[src/rtl/conv_window_buffer_pkg.sv]
// Shared constants and helpers for the sliding-window front end.
package conv_window_buffer_pkg;

   localparam int unsigned KERNEL_SIZE_DEFAULT = 4;
   localparam int unsigned PIXEL_WIDTH_DEFAULT = 8;

   // Bits needed to count 0..n-1, never less than one bit.
   function automatic int unsigned clog2_min1(input int unsigned n);
      int unsigned w;
      w = 0;
      while ((32'd1 << w) < n) begin
         w++;
      end
      if (w == 0) begin
         w = 1;
      end
      return w;
   endfunction

   // Byte slot of window element (row, col) in the flattened window bus.
   function automatic int unsigned win_byte_idx(input int unsigned row,
                                                input int unsigned col,
                                                input int unsigned k);
      return row * k + col;
   endfunction

endpackage

[src/rtl/conv_line_buffer.sv]
// Single-row pixel delay: write and read share the column address, so the
// value read at column c is the pixel written at column c one row earlier.
module conv_line_buffer
   import conv_window_buffer_pkg::*;
#(
   parameter int unsigned DEPTH       = 28,
   parameter int unsigned PIXEL_WIDTH = PIXEL_WIDTH_DEFAULT,
   parameter int unsigned ADDR_WIDTH  = clog2_min1(DEPTH)
) (
   input  logic                   clock,
   input  logic                   write_en,
   input  logic [ADDR_WIDTH-1:0]  addr,
   input  logic [PIXEL_WIDTH-1:0] write_data,
   output logic [PIXEL_WIDTH-1:0] read_data
);

   logic [PIXEL_WIDTH-1:0] mem [DEPTH];

   // Storage write; contents are intentionally not reset.
   always_ff @(posedge clock) begin
      if (write_en) begin
         mem[addr] <= write_data;
      end
   end

   assign read_data = mem[addr];

endmodule

[src/rtl/conv_window_buffer.sv]
// Streaming KxK sliding-window generator feeding mult_adder.
module conv_window_buffer
   import conv_window_buffer_pkg::*;
#(
   parameter int unsigned KERNEL_SIZE  = KERNEL_SIZE_DEFAULT,
   parameter int unsigned IMAGE_WIDTH  = 28,
   parameter int unsigned IMAGE_HEIGHT = 28,
   parameter int unsigned PIXEL_WIDTH  = PIXEL_WIDTH_DEFAULT
) (
   input  logic                                              clock,
   input  logic                                              reset,
   input  logic [PIXEL_WIDTH-1:0]                            pixel_in,
   input  logic                                              pixel_valid,
   output logic [PIXEL_WIDTH*KERNEL_SIZE*KERNEL_SIZE-1:0]    window_out,
   output logic                                              window_valid,
   output logic [clog2_min1(IMAGE_HEIGHT-KERNEL_SIZE+1)-1:0] window_row,
   output logic [clog2_min1(IMAGE_WIDTH-KERNEL_SIZE+1)-1:0]  window_col,
   output logic                                              frame_done
);

   localparam int unsigned K     = KERNEL_SIZE;
   localparam int unsigned ROW_W = clog2_min1(IMAGE_HEIGHT);
   localparam int unsigned COL_W = clog2_min1(IMAGE_WIDTH);
   localparam int unsigned WR_W  = clog2_min1(IMAGE_HEIGHT-KERNEL_SIZE+1);
   localparam int unsigned WC_W  = clog2_min1(IMAGE_WIDTH-KERNEL_SIZE+1);

   localparam logic [ROW_W-1:0] LAST_ROW  = ROW_W'(IMAGE_HEIGHT-1);
   localparam logic [COL_W-1:0] LAST_COL  = COL_W'(IMAGE_WIDTH-1);
   localparam logic [ROW_W-1:0] FULL_ROW  = ROW_W'(K-1);
   localparam logic [COL_W-1:0] FULL_COL  = COL_W'(K-1);
   localparam logic [ROW_W-1:0] ROW_ONE   = ROW_W'(1);
   localparam logic [COL_W-1:0] COL_ONE   = COL_W'(1);

   // Position of the next pixel to arrive.
   logic [ROW_W-1:0] row_q;
   logic [COL_W-1:0] col_q;

   logic [PIXEL_WIDTH-1:0] win_q [K][K];
   logic [PIXEL_WIDTH-1:0] lb_wdata [K-1];
   logic [PIXEL_WIDTH-1:0] lb_rdata [K-1];

   logic accept;
   logic completes_window;
   logic last_col;
   logic last_pixel;

   assign accept           = pixel_valid;
   assign last_col         = (col_q == LAST_COL);
   assign last_pixel       = last_col && (row_q == LAST_ROW);
   // Windows that would straddle a row boundary are excluded by the column test.
   assign completes_window = accept && (row_q >= FULL_ROW) && (col_q >= FULL_COL);

   // Line buffer chain: buffer 0 holds the previous row, buffer K-2 the oldest.
   for (genvar j = 0; j < K - 1; j++) begin : g_lb
      if (j == 0) begin : g_head
         assign lb_wdata[j] = pixel_in;
      end else begin : g_tail
         assign lb_wdata[j] = lb_rdata[j-1];
      end

      conv_line_buffer #(
         .DEPTH       (IMAGE_WIDTH),
         .PIXEL_WIDTH (PIXEL_WIDTH),
         .ADDR_WIDTH  (COL_W)
      ) u_line_buffer (
         .clock      (clock),
         .write_en   (accept),
         .addr       (col_q),
         .write_data (lb_wdata[j]),
         .read_data  (lb_rdata[j])
      );
   end

   // Raster position counters.
   always_ff @(posedge clock) begin
      if (reset) begin
         row_q <= '0;
         col_q <= '0;
      end else if (accept) begin
         if (last_pixel) begin
            row_q <= '0;
            col_q <= '0;
         end else if (last_col) begin
            row_q <= row_q + ROW_ONE;
            col_q <= '0;
         end else begin
            col_q <= col_q + COL_ONE;
         end
      end
   end

   // Window shift: columns move toward col 0, new column enters at K-1.
   always_ff @(posedge clock) begin
      if (reset) begin
         for (int r = 0; r < K; r++) begin
            for (int c = 0; c < K; c++) begin
               win_q[r][c] <= '0;
            end
         end
      end else if (accept) begin
         for (int r = 0; r < K; r++) begin
            for (int c = 0; c < K - 1; c++) begin
               win_q[r][c] <= win_q[r][c+1];
            end
         end
         for (int r = 0; r < K - 1; r++) begin
            win_q[r][K-1] <= lb_rdata[K-2-r];
         end
         win_q[K-1][K-1] <= pixel_in;
      end
   end

   // Valid pulse, coordinates and end-of-frame flag, all one cycle after acceptance.
   always_ff @(posedge clock) begin
      if (reset) begin
         window_valid <= 1'b0;
         window_row   <= '0;
         window_col   <= '0;
         frame_done   <= 1'b0;
      end else begin
         window_valid <= completes_window;
         frame_done   <= accept && last_pixel;
         if (completes_window) begin
            window_row <= WR_W'(row_q - FULL_ROW);
            window_col <= WC_W'(col_q - FULL_COL);
         end
      end
   end

   // Flatten the window register onto the mult_adder input bus.
   always_comb begin
      window_out = '0;
      for (int r = 0; r < K; r++) begin
         for (int c = 0; c < K; c++) begin
            window_out[win_byte_idx(r, c, K)*PIXEL_WIDTH +: PIXEL_WIDTH] = win_q[r][c];
         end
      end
   end

endmodule

[config.mk]
export PLATFORM = sky130hd
export DESIGN_NAME = conv_window_buffer
export DESIGN_NICKNAME = d
export VERILOG_FILES = /design/src/rtl/conv_window_buffer_pkg.sv /design/src/rtl/conv_line_buffer.sv /design/src/rtl/conv_window_buffer.sv
export SDC_FILE = /design/constraint.sdc
export NUM_CORES = 1
export LEC_CHECK = 0
export ABC_AREA = 1
export CAP_MARGIN = 25
export CORE_ASPECT_RATIO = 1.75
export CORE_MARGIN = 3
export CORE_UTILIZATION = 65
export CTS_BUF_LIST = sky130_fd_sc_hd__clkbuf_4
export CTS_CLUSTER_DIAMETER = 100
export CTS_CLUSTER_SIZE = 14
export DETAILED_ROUTE_END_ITERATION = 8
export GPL_ROUTABILITY_DRIVEN = 1
export PLACE_DENSITY = 0.85
export SYNTH_ARGS = -nofsm -noshare
export SYNTH_HDL_FRONTEND = slang
export SYNTH_SLANG_ARGS = --single-unit
export TNS_END_PERCENT = 50
[constraint.sdc]
create_clock -name clock -period 8.5 [get_ports clock]
set_input_delay 2.55 -clock clock [delete_from_list [all_inputs] [get_ports clock]]
set_output_delay 2.55 -clock clock [all_outputs]
set_load 0.05 [all_outputs]
## After elaboration in Yosys (flattened, before gate mapping)

Memory sizes are Yosys's and may differ from the RTL's. A register that Yosys moved wholly into a read port is not among the register bits.
Cells that the tools add are included.

| word-level totals | value |
|---|---|
| register bits after elaboration | 22 |
| RAM bits | 800 |
| word-level logic and storage cells | 72 |
| memories kept | 4 |

Memory list:

| name | depth | bits a word | rd ports | clocked after memory_dff | wr ports | RTL line | text |
|---|---|---|---|---|---|---|---|
| g_lb[0].u_line_buffer.mem | 28 | 8 | 1 | 1 | 1 | conv_line_buffer.sv:17 | `logic [PIXEL_WIDTH-1:0] mem [DEPTH];` |
| g_lb[1].u_line_buffer.mem | 28 | 8 | 1 | 1 | 1 | conv_line_buffer.sv:17 |  |
| g_lb[2].u_line_buffer.mem | 28 | 8 | 1 | 1 | 1 | conv_line_buffer.sv:17 |  |
| win_q | 4 | 32 | 4 | 0 | 4 | conv_window_buffer.sv:38 | `logic [PIXEL_WIDTH-1:0] win_q [K][K];` |

| cells by class | value |
|---|---|
| add/subtract/negate cells | 4 |
| order comparisons | 2 |
| equal/unequal tests | 2 |
| muxes and demuxes | 32 |
| bitwise operators | 16 |
| reduce and logical (&&, ||, !) cells | 6 |

Operators with widths:

| operator | number |
|---|---|
| 8-bit two-way mux | 16 |
| 5-bit two-way mux | 10 |
| 1-bit OR | 16 |
| 5-bit by 1-bit adder with 5-bit output (second input constant) | 2 |
| 5-bit == test (second input constant) | 2 |
| 5-bit by 2-bit >= comparator with 1-bit output (second input constant) | 2 |
| 5-bit by 2-bit subtractor with 5-bit output (second input constant) | 2 |
| 1-bit two-way mux | 6 |
| 1-bit logical AND | 4 |
| 2-bit AND reduction | 1 |
| 2-bit nonzero test | 1 |

## Longest topological paths before layout

| logic depth | value |
|---|---|
| depth in word-level cells | 5 |
| mapped depth | 12 |
| depth with buffers taken out | 9 |

## Modules after synthesis

Synthesis repeated with hierarchy kept, for this count alone.

| second synthesis, totals | value |
|---|---|
| cell total of the unflattened synthesis | 3288 |
| area total of the unflattened synthesis | 35188.7 um2 |

By module, submodules not included:

| module | times used | cells an instance | area each (um2) |
|---|---|---|---|
| conv_line_buffer (g_lb[1].u_line_buffer ...) | 2 | 909 | 9414.0 |
| conv_line_buffer (g_lb[0].u_line_buffer) | 1 | 909 | 9422.8 |
| conv_window_buffer | 1 | 561 | 6937.9 |

## Least setup slack after synthesis

Ideal clock, no wire load.

| timing | value |
|---|---|
| path kind | input -> register |
| start point | in reset |
| end point | reg (tool-made name) |
| library setup time | 0.304 ns |
| arrival time | 6.016 ns |
| setup slack | 2.180 ns |
| stages | 4 |
| path buffers | 1 |
| cells stage by stage | clkbuf_1 > inv_1 > nand2_1 > o21ai_0 |

RTL lines:

| element | RTL line | text |
|---|---|---|
| from (decl) | conv_window_buffer.sv:11 | `input logic reset,` |

==> results.yml <==
run_status:
  status: "finished clean"
power:
  swShare_pct: 26.3
  seq_power_share_pct: 64.4
  ir_drop_mv: 0.0948
  internal-power_w: 0.00537
  finalPower_w: 0.00729
  p_per_area_nw_per_um2: 198
  power.clock.fraction_pct: 22.4
  combPwrFrac_pct: 13.3
  p_leak_nw: 14.2
  power_switching_w: 0.00191
detailed_routing:
  vias: 22900
  ant_nets: 0
  drtPass1Iterations: 8
  vias_per_cell: 5.97
  drt_iter0_drc: 3280
  wl_per_cell_um: 22.1
  wl_mm: 84.9
  drc: 0
sta:
  worst_slack_ns: 3.80
  setup_violations: 0
  slew_headroom_pct: 28.6
  setup_tns_ns: 0
  rsz0062_at_grt: "false"
  max_freq_ghz: 0.213
  period_needed_ns: 4.70
  finalHoldViolations: 0
  post-route-period-util_pct: 55.2
  worst_pin_slew_ns: 1.07
  fin_skew_ns: 0.0570
  finalMaxSlewViolations: 0
flow_run:
  maxCapViolCount: 0
critical_path:
  crit_buf_inv: 1
  crit_chain: "clkdlybuf4s50_1"
  critical_path_class: "register to primary output"
  end_kind: "primary output"
  required_ns: 5.95
  timing.rr.end: "g_lb[2].u_line_buffer.mem[16][0]"
  reg2regPathDepth: 10
  crit_slowest_cell: "clkdlybuf4s50_1"
  cp-startpoint: "win_q[3][7]"
  crit_path_start_kind: "register"
  critPathMaxFanout: 2
  critPathTopFamily: "buffers and inverters"
  cp_num_cells: 1
  r2r_slack_ns: 4.12
  critPathArrivalTime_ns: 2.15
  critPathMaxStageDelay_ns: 0.90
placement:
  dp_slack_ns: 3.29
  gp_congestion: 0.890
  port_buffers: 150
  hpwl_mm: 52.1
logic_synthesis:
  netlist_instances: 3024
  synth_top_area_share_pct: 71.2
  ys_seq_elements: 827
  yosysMostFrequentCell: "nand2_1"
  synth.distinct_cells: 27
  syn_nets: 3040
  ys_top_cells_by_area: "edfxtp_1 71%, nand2_1 9.3%, nand3_1 5.2%"
  ys_warn_count: 0
  async_flop_share_pct: 0
  syn_area_per_cell_sq_um: 11.2
  ys.flop_type: "edfxtp_1"
  synth-edff-count: 800
  syn-cell-area_sq_um: 33800
  synth_common_cells: "840 x nand2_1, 800 x edfxtp_1, 349 x nand3_1"
  synth_top_area_cell: "edfxtp_1"
  ys_seq_area_share_pct: 72.8
finish:
  layout-drive-gt1-share_pct: 6.32
  fill_cells: 3287
  area_growth_syn_to_layout_pct: 9.04
  layout.nets: 3166
floorplanning:
  core_sq_um: 51000
  ioPinCount: 151
  die_h_um: 307
  num_rows: 109
  die_area_sq_um: 54800
  die-width_um: 178
  start_util_pct: 66.2
hold_path:
  worst_hold_path_type: "register to register"
  whs_endpoint: "window_col[1]"
  min_from: "window_col[1]"
  whs_path_depth: 2
clocking:
  cts.repair.resized: 0
  clock_path_buffers: 3
  cts_buffers: 69
  hold_buffers: 0
  htree_levels: 3
  cts_tree: "built"
  cts_root_buffer: "clkbuf_4"
  cts.reportedPaths.clkPinSlew_ns: 0.15
  post_cts_buffers: 0
  cts_sinks: 827
  clock_latency_ns: 0.84
global_routing:
  grt_pass1_wl_mm: 127
  grt_max_degree: 181
  grt_pass1_vias: 22300
  overflow: 0
  grt.total_usage_pct: 30.9
  antenna_found_initial: 1
[layout by cell type (no fill, tap or decap), types with 2 or more instances in the layout]
cell type and instances:
a21oi_1 35, nor3_1 4, o21ai_0 108, dfxtp_1 23, buf_4 50, inv_2 5, nor3b_1 2, dfxtp_2 2
nand3_1 349, dfxtp_4 2, clkdlybuf4s50_1 150, o21ai_1 7, clkbuf_4 82, o22ai_1 3, inv_1 311, ha_1 5
buf_16 6, inv_4 2, nand2_1 839, edfxtp_1 800, xor2_1 4, nor2_4 6, nor2_2 24, nor2_1 310
nand4_1 3, or2_2 9, buf_8 7, o211ai_1 11
[metal layers]
metal	track usage [%]	wire [um]
met2	51.8	42400
met4	20.2	5980
met3	5.13	9140
met1	37.0	27300
met5	0	0
[cell type report]
type	instances	area, sq um	share of cell area (%)
Timing Repair Buffer	214	2170	5.89
Clock buffer	82	616	1.67
Antenna cell	1	2.50	0.00680
Multi-Input combinational cell	1721	7360	20.0
Inverter	317	1200	3.27
Tap cell	666	833	2.26
Sequential cell	827	24600	66.8
Clock inverter	5	57.6	0.156
[kinds of logic (layout without fill, tap and decap cells)]
group	count (synthesis)	in the layout	synth area share [%]
AO/OA/AOI/OAI	165	165	2.55
adder cells (fa/ha/maj)	5	5	0.185
flip-flops	827	827	72.8
AND/OR/NAND/NOR	1547	1547	18.7
other	0	1	0
buffers and inverters	476	618	5.74
XOR/XNOR	4	4	0.104
[sequential cells by signal, summed over array words and instances (netlist names), named ones only]
name / count
window_col: 5
window_row: 5
g_lb.u_line_buffer.mem: 672
frame_done: 1
window_valid: 1
row_q: 5
win_q: 128
col_q: 5
[worst max-delay path by stage]
stage / end / slack (ns)
floorplan: register / 2.18
global placement: g_lb[2].u_line_buffer.mem[12][3] / 3.22
detailed placement: win_q[1][14] / 3.29
CTS: window_out[89] / 3.74
global route: window_out[92] / 3.72
finish: window_out[127] / 3.80
[metrics by stage]
stage / instance area (sq um) / hold WS (ns) / util (%) / cells
2_1_floorplan: 33800 / 0.466 / - / 3024
3_3_place_gp: 35900 / 0.465 / 70.3 / 3732
3_5_place_dp: 36000 / 0.463 / 70.6 / 3739
4_1_cts: 36700 / 0.485 / 71.9 / 3826
5_1_grt: 36800 / 0.505 / 72.2 / 3833
6_report: 36800 / 0.481 / 72.2 / 3833
[power by group through the flow]
| stage | clock network (W) | logic [W] | registers [W] |
|---|---|---|---|
| after floorplan | 0 | 0.000417 | 0.00492 |
| after global placement | 0 | 0.000874 | 0.00478 |
| after detailed placement | 0 | 0.000922 | 0.00479 |
| after CTS | 0.00164 | 0.000924 | 0.00469 |
| after global routing | 0.00180 | 0.00103 | 0.00470 |
| final | 0.00163 | 0.000969 | 0.00469 |
Power figures use the tool's default switching activity.
